==> src/rtl/ovl_change_multi.sv <==
// Multi-channel change checker: each channel opens a window on start_event and
// expects test_expr to change within window cycles MIN_CKS..NUM_CKS.
`timescale 1ns/1ps
module ovl_change_multi #(
    parameter int unsigned CHANNELS            = 4,
    parameter int unsigned WIDTH               = 8,
    parameter int unsigned NUM_CKS             = 4,
    parameter int unsigned MIN_CKS             = 1,
    parameter int unsigned ACTION_ON_NEW_START = 0,
    parameter int unsigned CNT_W               = 16
) (
    input  logic                      clock,
    input  logic                      reset,
    input  logic                      enable,
    input  logic [CHANNELS-1:0]       start_event,
    input  logic [CHANNELS*WIDTH-1:0] test_expr,
    output logic [CHANNELS-1:0]       fire_miss,
    output logic [CHANNELS-1:0]       fire_early,
    output logic [CHANNELS-1:0]       fire_new_start,
    output logic [CHANNELS-1:0]       window_open,
    output logic [CNT_W-1:0]          pass_count,
    output logic [CNT_W-1:0]          fail_count
);

    localparam int unsigned CW    = $clog2(NUM_CKS + 1);
    localparam int unsigned INC_W = $clog2(3 * CHANNELS + 1);
    localparam int unsigned SUM_W = ((CNT_W > INC_W) ? CNT_W : INC_W) + 1;

    typedef enum logic {IDLE, WINDOW} state_t;

    state_t           state_q [CHANNELS];
    state_t           state_d [CHANNELS];
    logic [WIDTH-1:0] ref_q   [CHANNELS];
    logic [WIDTH-1:0] ref_d   [CHANNELS];
    logic [CW-1:0]    cnt_q   [CHANNELS];
    logic [CW-1:0]    cnt_d   [CHANNELS];

    logic [CHANNELS-1:0] miss_d, early_d, new_start_d, pass_d, close_d, open_d;
    logic [INC_W-1:0]    pass_inc, fail_inc;
    logic [SUM_W-1:0]    pass_sum, fail_sum;
    logic [CNT_W-1:0]    pass_next, fail_next;

    always_comb begin
        miss_d      = '0;
        early_d     = '0;
        new_start_d = '0;
        pass_d      = '0;
        close_d     = '0;
        open_d      = '0;
        pass_inc    = '0;
        fail_inc    = '0;
        for (int unsigned c = 0; c < CHANNELS; c++) begin
            state_d[c] = state_q[c];
            ref_d[c]   = ref_q[c];
            cnt_d[c]   = cnt_q[c];
            if (!enable) begin
                state_d[c] = IDLE;
            end else if (state_q[c] == WINDOW) begin
                if (test_expr[c*WIDTH +: WIDTH] != ref_q[c]) begin
                    if (int'(cnt_q[c]) < int'(MIN_CKS))
                        early_d[c] = 1'b1;
                    else
                        pass_d[c] = 1'b1;
                    close_d[c] = 1'b1;
                end else if (int'(cnt_q[c]) == int'(NUM_CKS)) begin
                    miss_d[c]  = 1'b1;
                    close_d[c] = 1'b1;
                end

                if (close_d[c]) begin
                    state_d[c] = IDLE;
                end else if (start_event[c] && (ACTION_ON_NEW_START != 0)) begin
                    ref_d[c]          = test_expr[c*WIDTH +: WIDTH];
                    cnt_d[c]          = CW'(1);
                    new_start_d[c]    = (ACTION_ON_NEW_START == 2);
                end else begin
                    cnt_d[c] = cnt_q[c] + CW'(1);
                end
            end

            // A start on a closing edge reopens immediately, so windows chain without a gap.
            if (enable && start_event[c] && (state_d[c] == IDLE)) begin
                state_d[c] = WINDOW;
                ref_d[c]   = test_expr[c*WIDTH +: WIDTH];
                cnt_d[c]   = CW'(1);
            end

            open_d[c] = (state_d[c] == WINDOW);
            pass_inc  = pass_inc + INC_W'(pass_d[c]);
            fail_inc  = fail_inc + INC_W'(miss_d[c]) + INC_W'(early_d[c])
                                 + INC_W'(new_start_d[c]);
        end

        pass_sum  = SUM_W'(pass_count) + SUM_W'(pass_inc);
        fail_sum  = SUM_W'(fail_count) + SUM_W'(fail_inc);
        pass_next = (|pass_sum[SUM_W-1:CNT_W]) ? '1 : pass_sum[CNT_W-1:0];
        fail_next = (|fail_sum[SUM_W-1:CNT_W]) ? '1 : fail_sum[CNT_W-1:0];
    end

    always_ff @(posedge clock or negedge reset) begin
        if (!reset) begin
            for (int unsigned c = 0; c < CHANNELS; c++) begin
                state_q[c] <= IDLE;
                ref_q[c]   <= '0;
                cnt_q[c]   <= '0;
            end
            fire_miss      <= '0;
            fire_early     <= '0;
            fire_new_start <= '0;
            window_open    <= '0;
            pass_count     <= '0;
            fail_count     <= '0;
        end else begin
            for (int unsigned c = 0; c < CHANNELS; c++) begin
                state_q[c] <= state_d[c];
                ref_q[c]   <= ref_d[c];
                cnt_q[c]   <= cnt_d[c];
            end
            fire_miss      <= miss_d;
            fire_early     <= early_d;
            fire_new_start <= new_start_d;
            window_open    <= open_d;
            pass_count     <= pass_next;
            fail_count     <= fail_next;
        end
    end

endmodule

==> config.mk <==
export PLATFORM = sky130hd
export DESIGN_NAME = ovl_change_multi
export DESIGN_NICKNAME = d
export VERILOG_FILES = /design/src/rtl/ovl_change_multi.sv
export SDC_FILE = /design/constraint.sdc
export NUM_CORES = 1
export LEC_CHECK = 0
export BUFFER_PORTS_ARGS = -buffer_cell sky130_fd_sc_hd__buf_2
export CORE_AREA = 2 2 93 95
export CTS_BUF_LIST = sky130_fd_sc_hd__clkbuf_4
export DETAILED_ROUTE_END_ITERATION = 16
export DIE_AREA = 0 0 95 97
export GPL_TIMING_DRIVEN = 0
export PLACE_DENSITY = 0.81
export SYNTH_ARGS = -nofsm -noshare
export SYNTH_HDL_FRONTEND = slang
export SYNTH_SLANG_ARGS = --single-unit
==> constraint.sdc <==
create_clock -name clock -period 5.33 [get_ports clock]
set_input_delay 0.2665 -clock clock [delete_from_list [all_inputs] [get_ports clock]]
set_output_delay 0.2665 -clock clock [all_outputs]
set_load 0.02 [all_outputs]
==> impl_metrics.env, run 1 <==
export IMPL_die_h_um=97
export IMPL_synth_async_reset_ratio_pct=100
export IMPL_critPathLaunchType="register"
export IMPL_synth_yosys_seq_area_share_pct=47.5
export IMPL_multi_input_area_um2=2320
export IMPL_synthCells=426
export IMPL_cellPowerDensity_nw_per_um2=283
export IMPL_viasPerCell=5.30
export IMPL_syn_area_um2=4630
export IMPL_min_from="test_expr[22]"
export IMPL_period_minus_slack_ns=4.69
export IMPL_worstMarginPinSlew_ns=0.788
export IMPL_core_um2=8130
export IMPL_fillers=672
export IMPL_ir_drop_mv=0.141
export IMPL_slew_headroom_pct=47.4
export IMPL_hpwl_um=6780
export IMPL_clock_sinks=88
export IMPL_synth_main_ff_cell="dfrtp_1"
export IMPL_cts_buffers=9
export IMPL_period_share_pct=87.9
export IMPL_whs_endpoint="ref_q[14]"
export IMPL_synthTopCellsByArea="dfrtp_1 (48%), mux2_2 (9.5%), xnor2_1 (7.6%), nand2_1 (5.2%), ha_1 (4.0%)"
export IMPL_path_max_fanout=10
export IMPL_vias=3356
export IMPL_drv_slew=0
export IMPL_wl_um=8790
export IMPL_port_buffers=81
export IMPL_clkTransAtPathRegs_ns=0.14
export IMPL_diodes=0
export IMPL_endpoint_kind="register"
export IMPL_wl_per_cell_um=13.9
export IMPL_rr_startpoint="ref_q[10]"
export IMPL_grt_setup_unrepaired="no"
export IMPL_grt_use_total_pct=20.9
export IMPL_fin_setup_tns_ns=0
export IMPL_drive_gt1_share_pct=29.4
export IMPL_worstSetupPathType="reg2reg"
export IMPL_die_x_um=95
export IMPL_holdPathStages=2
export IMPL_synth_seq_cells=88
export IMPL_hold_path_class="in2reg"
export IMPL_root_buffer="clkbuf_4"
export IMPL_postRouteAntennaNets=0
export IMPL_grt_pass1_wl_um=15300
export IMPL_setup_slack_ns=0.645
export IMPL_worstPathArrival_ns=5.00
export IMPL_syn_to_final_growth_pct=15.7
export IMPL_grt_pass1_vias=3369
export IMPL_reg2reg_depth=18
export IMPL_cp_common_cell="fa_1"
export IMPL_pin_count=87
export IMPL_worst_endpoint_required_ns=5.64
export IMPL_reg2reg_to="fail_count[5]"
export IMPL_leakage_nw=2.70
export IMPL_globalRouteOverflowTotal=0
export IMPL_htreeDepth=3
export IMPL_maxCapViolCount=0
export IMPL_rows=33
export IMPL_nNetsFinal=585
export IMPL_start_util_pct=57.0
export IMPL_finClkSkew_ns=0.00821
export IMPL_ys_types=46
export IMPL_cts_tree="built"
export IMPL_clkLatencyLatePin_ns=0.42
export IMPL_hold_viol=0
export IMPL_fin_util_pct=65.9
export IMPL_cpMaxStageDelayCell="fa_1"
export IMPL_status="completed"
export IMPL_yosysWarnings=0
export IMPL_dieArea_um2=9220
export IMPL_drt_iter0_markers=115
export IMPL_finalSetupViolCount=0
export IMPL_fmax_mhz=213
export IMPL_gp_congestion=0.790
export IMPL_syn_avg_cell_area_um2=10.9
export IMPL_clockBufferDepth=2
export IMPL_seq_area_um2=2200
export IMPL_antenna_found_initial=0
export IMPL_drcViolationCount=0
export IMPL_worst_path_largest_cell_delay_ns=0.52
export IMPL_drt_first_pass_iters=4
export IMPL_path_cells="xnor2_1 > nand2_1 > nor3_1 > nand2_1 > nor2_1 > fa_1 > inv_1 > fa_1 > fa_1 > fa_1 > inv_1 > fa_1 > a21o_1 > a21oi_2 > nor2_1 > nand3_1 > buf_2 > nand2_1"
export IMPL_grt_max_degree=49
export IMPL_synth_edf_count=0
export IMPL_yosys_area_top_type_share_pct=47.5
export IMPL_dp_slack_ns=0.421
export IMPL_post_synth_top_area_cell="dfrtp_1"
export IMPL_rrSetupSlack_ns=0.64
[logic make-up (layout without fill, tap and decap cells)]
kind of cell / count (synthesis) / in the layout / synth area share, %
flops: 88 / 88 / 47.5
other cells: 1 / 4 / 0.0809
compound gates: 40 / 40 / 5.89
mux: 45 / 45 / 10.8
simple gates: 149 / 149 / 15.8
xor+xnor: 51 / 51 / 9.64
fa+ha+maj: 23 / 23 / 7.51
buf+inv: 29 / 128 / 2.75
[worst max-delay path: cells and delay by family, from the launching register on]
kind | cells | cell delay [ns]
xor+xnor | 1 | 0.15
buf+inv | 3 | 0.37
compound gates | 2 | 0.50
fa+ha+maj | 5 | 1.98
flops | 1 | 0.42
simple gates | 7 | 1.13
[registers in the layout (all words and copies together), names as in the netlist]
| signal | flops |
|---|---|
| window_open | 3 |
| fire_miss | 4 |
| state_q | 1 |
| ref_q | 32 |
| pass_count | 16 |
| fail_count | 16 |
| fire_early | 4 |
| cnt_q | 12 |
[cells in the mapped netlist, types with 8 or more instances]
library cell	count
dfrtp_1	88
nand2_1	64
xnor2_1	40
mux2_2	39
nor2_1	23
inv_1	21
ha_1	15
a21oi_1	12
nand3_1	11
xor2_1	11
nor3_1	10
fa_1	8
nand4_1	8
[how the worst max path moves through the flow]
stage	startpoint	endpoint	slack, ns
floorplan	ref_q[30]	fail_count[14]	1.02
global placement	ref_q[12]	fail_count[11]	0.57
detailed placement	ref_q[10]	fail_count[5]	0.42
CTS	ref_q[10]	fail_count[5]	0.40
global route	ref_q[14]	fail_count[5]	0.23
finish	ref_q[10]	fail_count[5]	0.64
[through the flow]
step           cell area [µm²]  power, mW  hold slack (ns)  cells
3_5_place_dp              5210       1.16            0.290    616
4_1_cts                   5360       1.53           0.0692    633
3_3_place_gp              5180       1.14            0.508    615
6_report                  5360       1.52           0.0935    633
5_1_grt                   5360       1.60           0.0729    633
2_1_floorplan             4650       1.04          -0.0291    429
[power by group]
group | internal (mW) | total (mW) | switching, mW
registers | 0.740 | 0.801 | 0.0610
clock network | 0.146 | 0.371 | 0.225
logic | 0.157 | 0.345 | 0.188
[what timing repair did]
item	4_1_cts	5_1_grt
setup buffers	0	0
setup endpoints to repair	0	3
hold endpoints to repair	40	0
resized for setup	0	1
hold buffers	1	0
[area by class of cell]
| cell class | count | share of cell area, % |
|---|---|---|
| Clock buffer | 10 | 1.40 |
| Inverter | 21 | 1.47 |
| Clock inverter | 6 | 1.12 |
| Multi-Input combinational cell | 312 | 43.3 |
| Sequential cell | 88 | 41.1 |
| Timing Repair Buffer | 83 | 8.31 |
| Buffer | 8 | 0.910 |
| Tap cell | 105 | 2.45 |
[cell usage in the layout (no fill, tap or decap), types with 3 or more instances in the layout]
master	Yosys	layout
xor2_1	11	11
a21oi_2	2	3
dfrtp_1	88	88
nor2b_1	4	4
clkinv_2	0	3
mux2_2	39	39
and3_1	5	5
nand4_1	8	8
clkbuf_4	0	10
inv_1	21	21
fa_1	8	8
buf_4	4	5
nor2_1	23	23
nand2b_1	5	5
and2_1	4	4
a21oi_1	12	11
o21ai_0	6	6
nor3_1	10	10
mux2i_1	6	6
nand3_1	11	11
nand2_1	64	64
a31oi_1	3	3
conb_1	1	4
xnor2_1	40	40
buf_2	3	83
ha_1	15	15
[layer usage]
| metal | wire, µm | up-vias | track usage [%] |
|---|---|---|---|
| li1 | - | 1649 | - |
| met4 | 116 | 0 | 7.13 |
| met5 | 0 | - | 0 |
| met3 | 412 | 9 | 4.28 |
| met1 | 3900 | 1615 | 27.6 |
| met2 | 4360 | 83 | 34.2 |
(Power assumes the default switching activity.)
==> run 2: changes to the inputs <==
--- a/config.mk
+++ b/config.mk
@@ -10,7 +10,7 @@
 export CTS_BUF_LIST = sky130_fd_sc_hd__clkbuf_4
 export DETAILED_ROUTE_END_ITERATION = 16
 export DIE_AREA = 0 0 95 97
-export GPL_TIMING_DRIVEN = 0
+export GPL_ROUTABILITY_DRIVEN = 0
 export PLACE_DENSITY = 0.81
 export SYNTH_ARGS = -nofsm -noshare
 export SYNTH_HDL_FRONTEND = slang
==> impl_metrics.env, run 2 (synthesis gave the netlist of run 1 again) <==
export IMPL_top_usage_layer="met2"
export IMPL_worst_endpoint_required_ns=5.61
export IMPL_hold_path_class="in2reg"
export IMPL_fillers=663
export IMPL_final_area_um2=5310
export IMPL_endpoint_kind="register"
export IMPL_drcViolationCount=0
export IMPL_dieArea_um2=9220
export IMPL_wl_per_cell_um=13.9
export IMPL_finClkSkew_ns=0.00998
export IMPL_grt_pass1_wl_um=14800
export IMPL_pin_count=87
export IMPL_diodes=0
export IMPL_reg_largest_list="ref_q x32, fail_count x16, pass_count x16"
export IMPL_leakage_nw=2.67
export IMPL_fin_util_pct=65.2
export IMPL_rows=33
export IMPL_holdPathStages=2
export IMPL_die_x_um=95
export IMPL_clkLatencyLatePin_ns=0.42
export IMPL_cellPowerDensity_nw_per_um2=287
export IMPL_worst_path_largest_cell_delay_ns=0.51
export IMPL_fmax_mhz=217
export IMPL_path_max_fanout=13
export IMPL_clock_sinks=88
export IMPL_path_cells="xnor2_1 > nand2_1 > nor3_1 > nand2_1 > nor2_1 > fa_1 > inv_1 > fa_1 > fa_1 > fa_1 > inv_1 > fa_1 > a21o_1 > a21oi_1 > buf_4 > nor2_1 > nand3_1 > o21ai_0"
export IMPL_reg2reg_depth=18
export IMPL_wl_um=8730
export IMPL_syn_to_final_growth_pct=14.5
export IMPL_drv_slew=0
export IMPL_maxCapViolCount=0
export IMPL_multi_input_area_um2=2320
export IMPL_finalSetupViolCount=0
export IMPL_htreeDepth=3
export IMPL_cts_buffers=9
export IMPL_root_buffer="clkbuf_4"
export IMPL_core_um2=8130
export IMPL_grt_max_degree=46
export IMPL_cp_top_family="adder cells"
export IMPL_postRouteAntennaNets=0
export IMPL_rrSetupSlack_ns=0.71
export IMPL_antenna_found_initial=0
export IMPL_vias=3353
export IMPL_hold_viol=0
export IMPL_worstMarginPinSlew_ns=0.759
export IMPL_grt_util_met3_pct=2.96
export IMPL_nNetsFinal=579
export IMPL_period_share_pct=86.6
export IMPL_drive_gt1_share_pct=28.5
export IMPL_cts_tree="built"
export IMPL_drt_iter0_markers=115
export IMPL_cpMaxStageDelayCell="fa_1"
export IMPL_cp_common_cell="fa_1"
export IMPL_clockBufferDepth=2
export IMPL_final_cell_mix="dfrtp_1 (88), buf_2 (81), nand2_1 (64)"
export IMPL_globalRouteOverflowTotal=0
export IMPL_cp_num_cells=18
export IMPL_period_minus_slack_ns=4.62
export IMPL_worstPathArrival_ns=4.90
export IMPL_timing_critical_path_buf_inv=3
export IMPL_grtUsageMet2_pct=33.3
export IMPL_largest_register="ref_q"
export IMPL_grt_pass1_vias=3334
export IMPL_drt_first_pass_iters=4
export IMPL_postPlaceCellArea_um2=5160
export IMPL_cts_resized=0
export IMPL_critPathLaunchType="register"
export IMPL_hpwl_um=6770
export IMPL_seq_area_um2=2200
export IMPL_ir_drop_mv=0.180
export IMPL_start_util_pct=57.0
export IMPL_worstSetupPathType="reg2reg"
export IMPL_die_h_um=97
export IMPL_status="completed"
export IMPL_viasPerCell=5.35
export IMPL_grt_setup_unrepaired="no"
export IMPL_layout_commonest_cell="dfrtp_1"
export IMPL_clkTransAtPathRegs_ns=0.13
export IMPL_grt_use_total_pct=20.2
export IMPL_fin_setup_tns_ns=0
export IMPL_largest_register_ffs=32
export IMPL_port_buffers=82
export IMPL_met1_usage_pct=26.6
export IMPL_slew_headroom_pct=49.3
[run 2: per-layer routing]
layer	part of all wire [%]	routed length, µm
met1	45	3910
met2	49	4290
met3	4.3	373
met4	1.7	150
met5	0	0
[run 2: report_power, final]
part | total [mW] | leakage (nW) | internal (mW) | switching, mW
Sequential | 0.801 | 1.12 | 0.740 | 0.0615
Combinational | 0.345 | 1.48 | 0.154 | 0.191
Clock | 0.374 | 0.0691 | 0.153 | 0.222
[run 2: layout make-up]
| cell class | count | share of cell area (%) |
|---|---|---|
| Multi-Input combinational cell | 312 | 43.6 |
| Clock inverter | 5 | 1.08 |
| Clock buffer | 11 | 1.56 |
| Timing Repair Buffer | 85 | 8.25 |
| Tap cell | 105 | 2.48 |
| Inverter | 21 | 1.49 |
| Sequential cell | 88 | 41.5 |
[run 2: metrics by stage]
step	power, mW	hold slack [ns]	cells	setup slack [ns]
after floorplan	1.04	-0.0291	429	1.02
after global placement	1.15	0.305	610	0.910
after detailed placement	1.16	0.312	610	0.700
after CTS	1.54	0.0672	627	0.650
after global routing	1.61	0.0661	627	0.341
final	1.52	0.0898	627	0.715
[run 2: timing repair]
| item | 4_1_cts | 5_1_grt |
|---|---|---|
| hold buffers | 1 | 0 |
| hold endpoints to repair | 44 | 0 |
| setup buffers | 0 | 0 |
[run 2: path summary, 6_finish.rpt]
path,startpoint,to
setup / recovery,ref_q[27],fail_count[3]
hold / removal,test_expr[27],ref_q[3]
setup reg to reg,ref_q[27],fail_count[3]
hold reg to reg,ref_q[28],ref_q[28]
max in group asynchronous,reset,fire_miss[0]
min in group asynchronous,reset,pass_count[5]
==> run 3: changes to the inputs <==
--- a/config.mk
+++ b/config.mk
@@ -12,6 +12,7 @@
 export DIE_AREA = 0 0 95 97
 export GPL_ROUTABILITY_DRIVEN = 0
 export PLACE_DENSITY = 0.81
+export RECOVER_POWER = 50
 export SYNTH_ARGS = -nofsm -noshare
 export SYNTH_HDL_FRONTEND = slang
 export SYNTH_SLANG_ARGS = --single-unit
==> impl_metrics.env, run 3 (synthesis gave the netlist of run 1 again) <==
export IMPL_dieArea_um2=9220
export IMPL_fin_setup_tns_ns=0
export IMPL_cts_resized=0
export IMPL_viasPerCell=5.36
export IMPL_setup_slack_ns=0.719
export IMPL_final_cell_mix="dfrtp_1 (88), nand2_1 (64), clkbuf_1 (45)"
export IMPL_syn_to_final_growth_pct=13.2
export IMPL_cts_tree="built"
export IMPL_largest_register="ref_q"
export IMPL_worstMarginPinSlew_ns=2.38
export IMPL_grt_pass1_vias=3334
export IMPL_vias=3363
export IMPL_reg2reg_to="fail_count[3]"
export IMPL_worst_endpoint_required_ns=5.61
export IMPL_nNetsFinal=579
export IMPL_power_internal_mw=1.04
export IMPL_grt_max_degree=46
export IMPL_layout_commonest_cell="dfrtp_1"
export IMPL_start_util_pct=57.0
export IMPL_rows=33
export IMPL_largest_register_ffs=32
export IMPL_maxCapViolCount=1
export IMPL_clkLatencyLatePin_ns=0.43
export IMPL_period_share_pct=86.5
export IMPL_drt_iter0_markers=118
export IMPL_cellPowerDensity_nw_per_um2=288
export IMPL_leakage_nw=2.48
export IMPL_slew_headroom_pct=-58.6
export IMPL_fmax_mhz=217
export IMPL_die_x_um=95
export IMPL_globalRouteOverflowTotal=0
export IMPL_worstSetupPathType="reg2reg"
export IMPL_clkTransAtPathRegs_ns=0.14
export IMPL_startpoint="ref_q[27]"
export IMPL_seqPwrFrac_pct=53.1
export IMPL_finalSetupViolCount=0
export IMPL_wl_per_cell_um=13.9
export IMPL_core_um2=8130
export IMPL_highest_layer="met4"
export IMPL_grt_use_total_pct=20.2
export IMPL_cts_buffers=9
export IMPL_period_minus_slack_ns=4.61
export IMPL_hold_path_class="in2reg"
export IMPL_wl_met2_um=4290
export IMPL_antenna_found_initial=0
export IMPL_clockBufferDepth=2
export IMPL_dp_slack_ns=0.700
export IMPL_path_max_fanout=13
export IMPL_reg2reg_depth=18
export IMPL_timing_critical_path_buf_inv=3
export IMPL_violations="capacitance limit, slew limit"
export IMPL_hold_viol=0
export IMPL_die_h_um=97
export IMPL_fin_util_pct=64.5
export IMPL_htreeDepth=3
export IMPL_drcViolationCount=0
export IMPL_setup_worst_path_end="fail_count[3]"
export IMPL_finClkSkew_ns=0.0136
export IMPL_drive_gt1_share_pct=19.9
export IMPL_ir_drop_mv=0.177
export IMPL_worst_path_largest_cell_delay_ns=0.51
export IMPL_hold_ws_ns=0.0884
export IMPL_endpoint_kind="register"
export IMPL_postRouteAntennaNets=0
export IMPL_p_comb_share_pct=22.2
export IMPL_rrSetupSlack_ns=0.72
export IMPL_hpwl_um=6770
export IMPL_critPathLaunchType="register"
export IMPL_cpMaxStageDelayCell="fa_1"
export IMPL_p_sw_mw=0.475
export IMPL_pin_count=87
export IMPL_drt_first_pass_iters=4
export IMPL_cp_top_family="adder cells"
export IMPL_clock_sinks=88
export IMPL_cp_common_cell="fa_1"
export IMPL_grt_setup_unrepaired="no"
export IMPL_root_buffer="clkbuf_4"
export IMPL_wl_um=8740
export IMPL_cp_num_cells=18
export IMPL_drv_slew=46
export IMPL_worstPathArrival_ns=4.90
export IMPL_port_buffers=82
export IMPL_status="finished, violations left"
export IMPL_drt_met1_wl_um=3930
export IMPL_path_cells="xnor2_1 > nand2_1 > nor3_1 > nand2_1 > nor2_1 > fa_1 > inv_1 > fa_1 > fa_1 > fa_1 > inv_1 > fa_1 > a21o_1 > a21oi_1 > buf_4 > nor2_1 > nand3_1 > o21ai_0"
export IMPL_reg_largest_list="ref_q x32, fail_count x16, pass_count x16"
export IMPL_clkPwrFrac_pct=24.7
export IMPL_rr_startpoint="ref_q[27]"
export IMPL_sw_frac_of_total_pct=31.4
export IMPL_grt_pass1_wl_um=14800
export IMPL_diodes=0
export IMPL_route_met3_wl_um=368
## run 3: how the worst min path moves through the flow
| stage | from | to | slack [ns] | cells past startpoint |
|---|---|---|---|---|
| 2_1_floorplan | reset | cnt_q[0] | -0.03 | 0 |
| 3_3_place_gp | reset | pass_count[14] | 0.30 | 1 |
| 3_5_place_dp | reset | pass_count[12] | 0.31 | 1 |
| 4_1_cts | test_expr[1] | ref_q[25] | 0.07 | 2 |
| 5_1_grt | test_expr[18] | ref_q[10] | 0.07 | 2 |
| 6_report | test_expr[1] | ref_q[25] | 0.09 | 2 |
## run 3: area by class of cell
type	instances	area [µm²]
Clock buffer	11	82.6
Clock inverter	5	57.6
Fill cell	691	2890
Inverter	21	78.8
Multi-Input combinational cell	312	2320
Sequential cell	88	2200
Tap cell	105	131
Timing Repair Buffer	85	377
## run 3: metrics by stage
step | instance area [µm²] | total power, mW | std cells
finish | 5250 | 1.51 | 627
detailed placement | 5160 | 1.16 | 610
floorplan | 4650 | 1.04 | 429
global placement | 5160 | 1.15 | 610
global route | 5250 | 1.60 | 627
CTS | 5310 | 1.54 | 627
## run 3: routing by layer
metal  vias to the layer above  global-route usage (%)
met2                       101                    33.3
met5                         -                       0
li1                       1633                       -
met4                         0                    8.25
met3                        14                    2.96
met1                      1615                    26.6
## run 3: timing repair
| item | CTS | global route |
|---|---|---|
| setup endpoints to repair | 0 | 0 |
| hold buffers | 1 | 0 |
| endpoints found under the hold margin | 44 | 0 |
| setup buffers | 0 | 0 |
## run 3: worst reg2reg max path, delay by kind of cell, from the launching register on
| family | cells | cell delay [ns] |
|---|---|---|
| AND/OR/NAND/NOR | 6 | 1.13 |
| AO/OA/AOI/OAI | 3 | 0.51 |
| adder cells (fa/ha/maj) | 5 | 1.95 |
| buffers and inverters | 3 | 0.28 |
| XOR/XNOR | 1 | 0.17 |
| flip-flops | 1 | 0.42 |
## run 3: power by group through the flow
stage                     logic (mW)  registers [mW]  clock network [mW]
final                          0.336           0.803               0.374
after floorplan                0.197           0.846                   0
after global placement         0.337           0.810                   0
after detailed placement       0.348           0.816                   0
after global routing           0.377           0.812               0.413
after CTS                      0.353           0.802               0.387
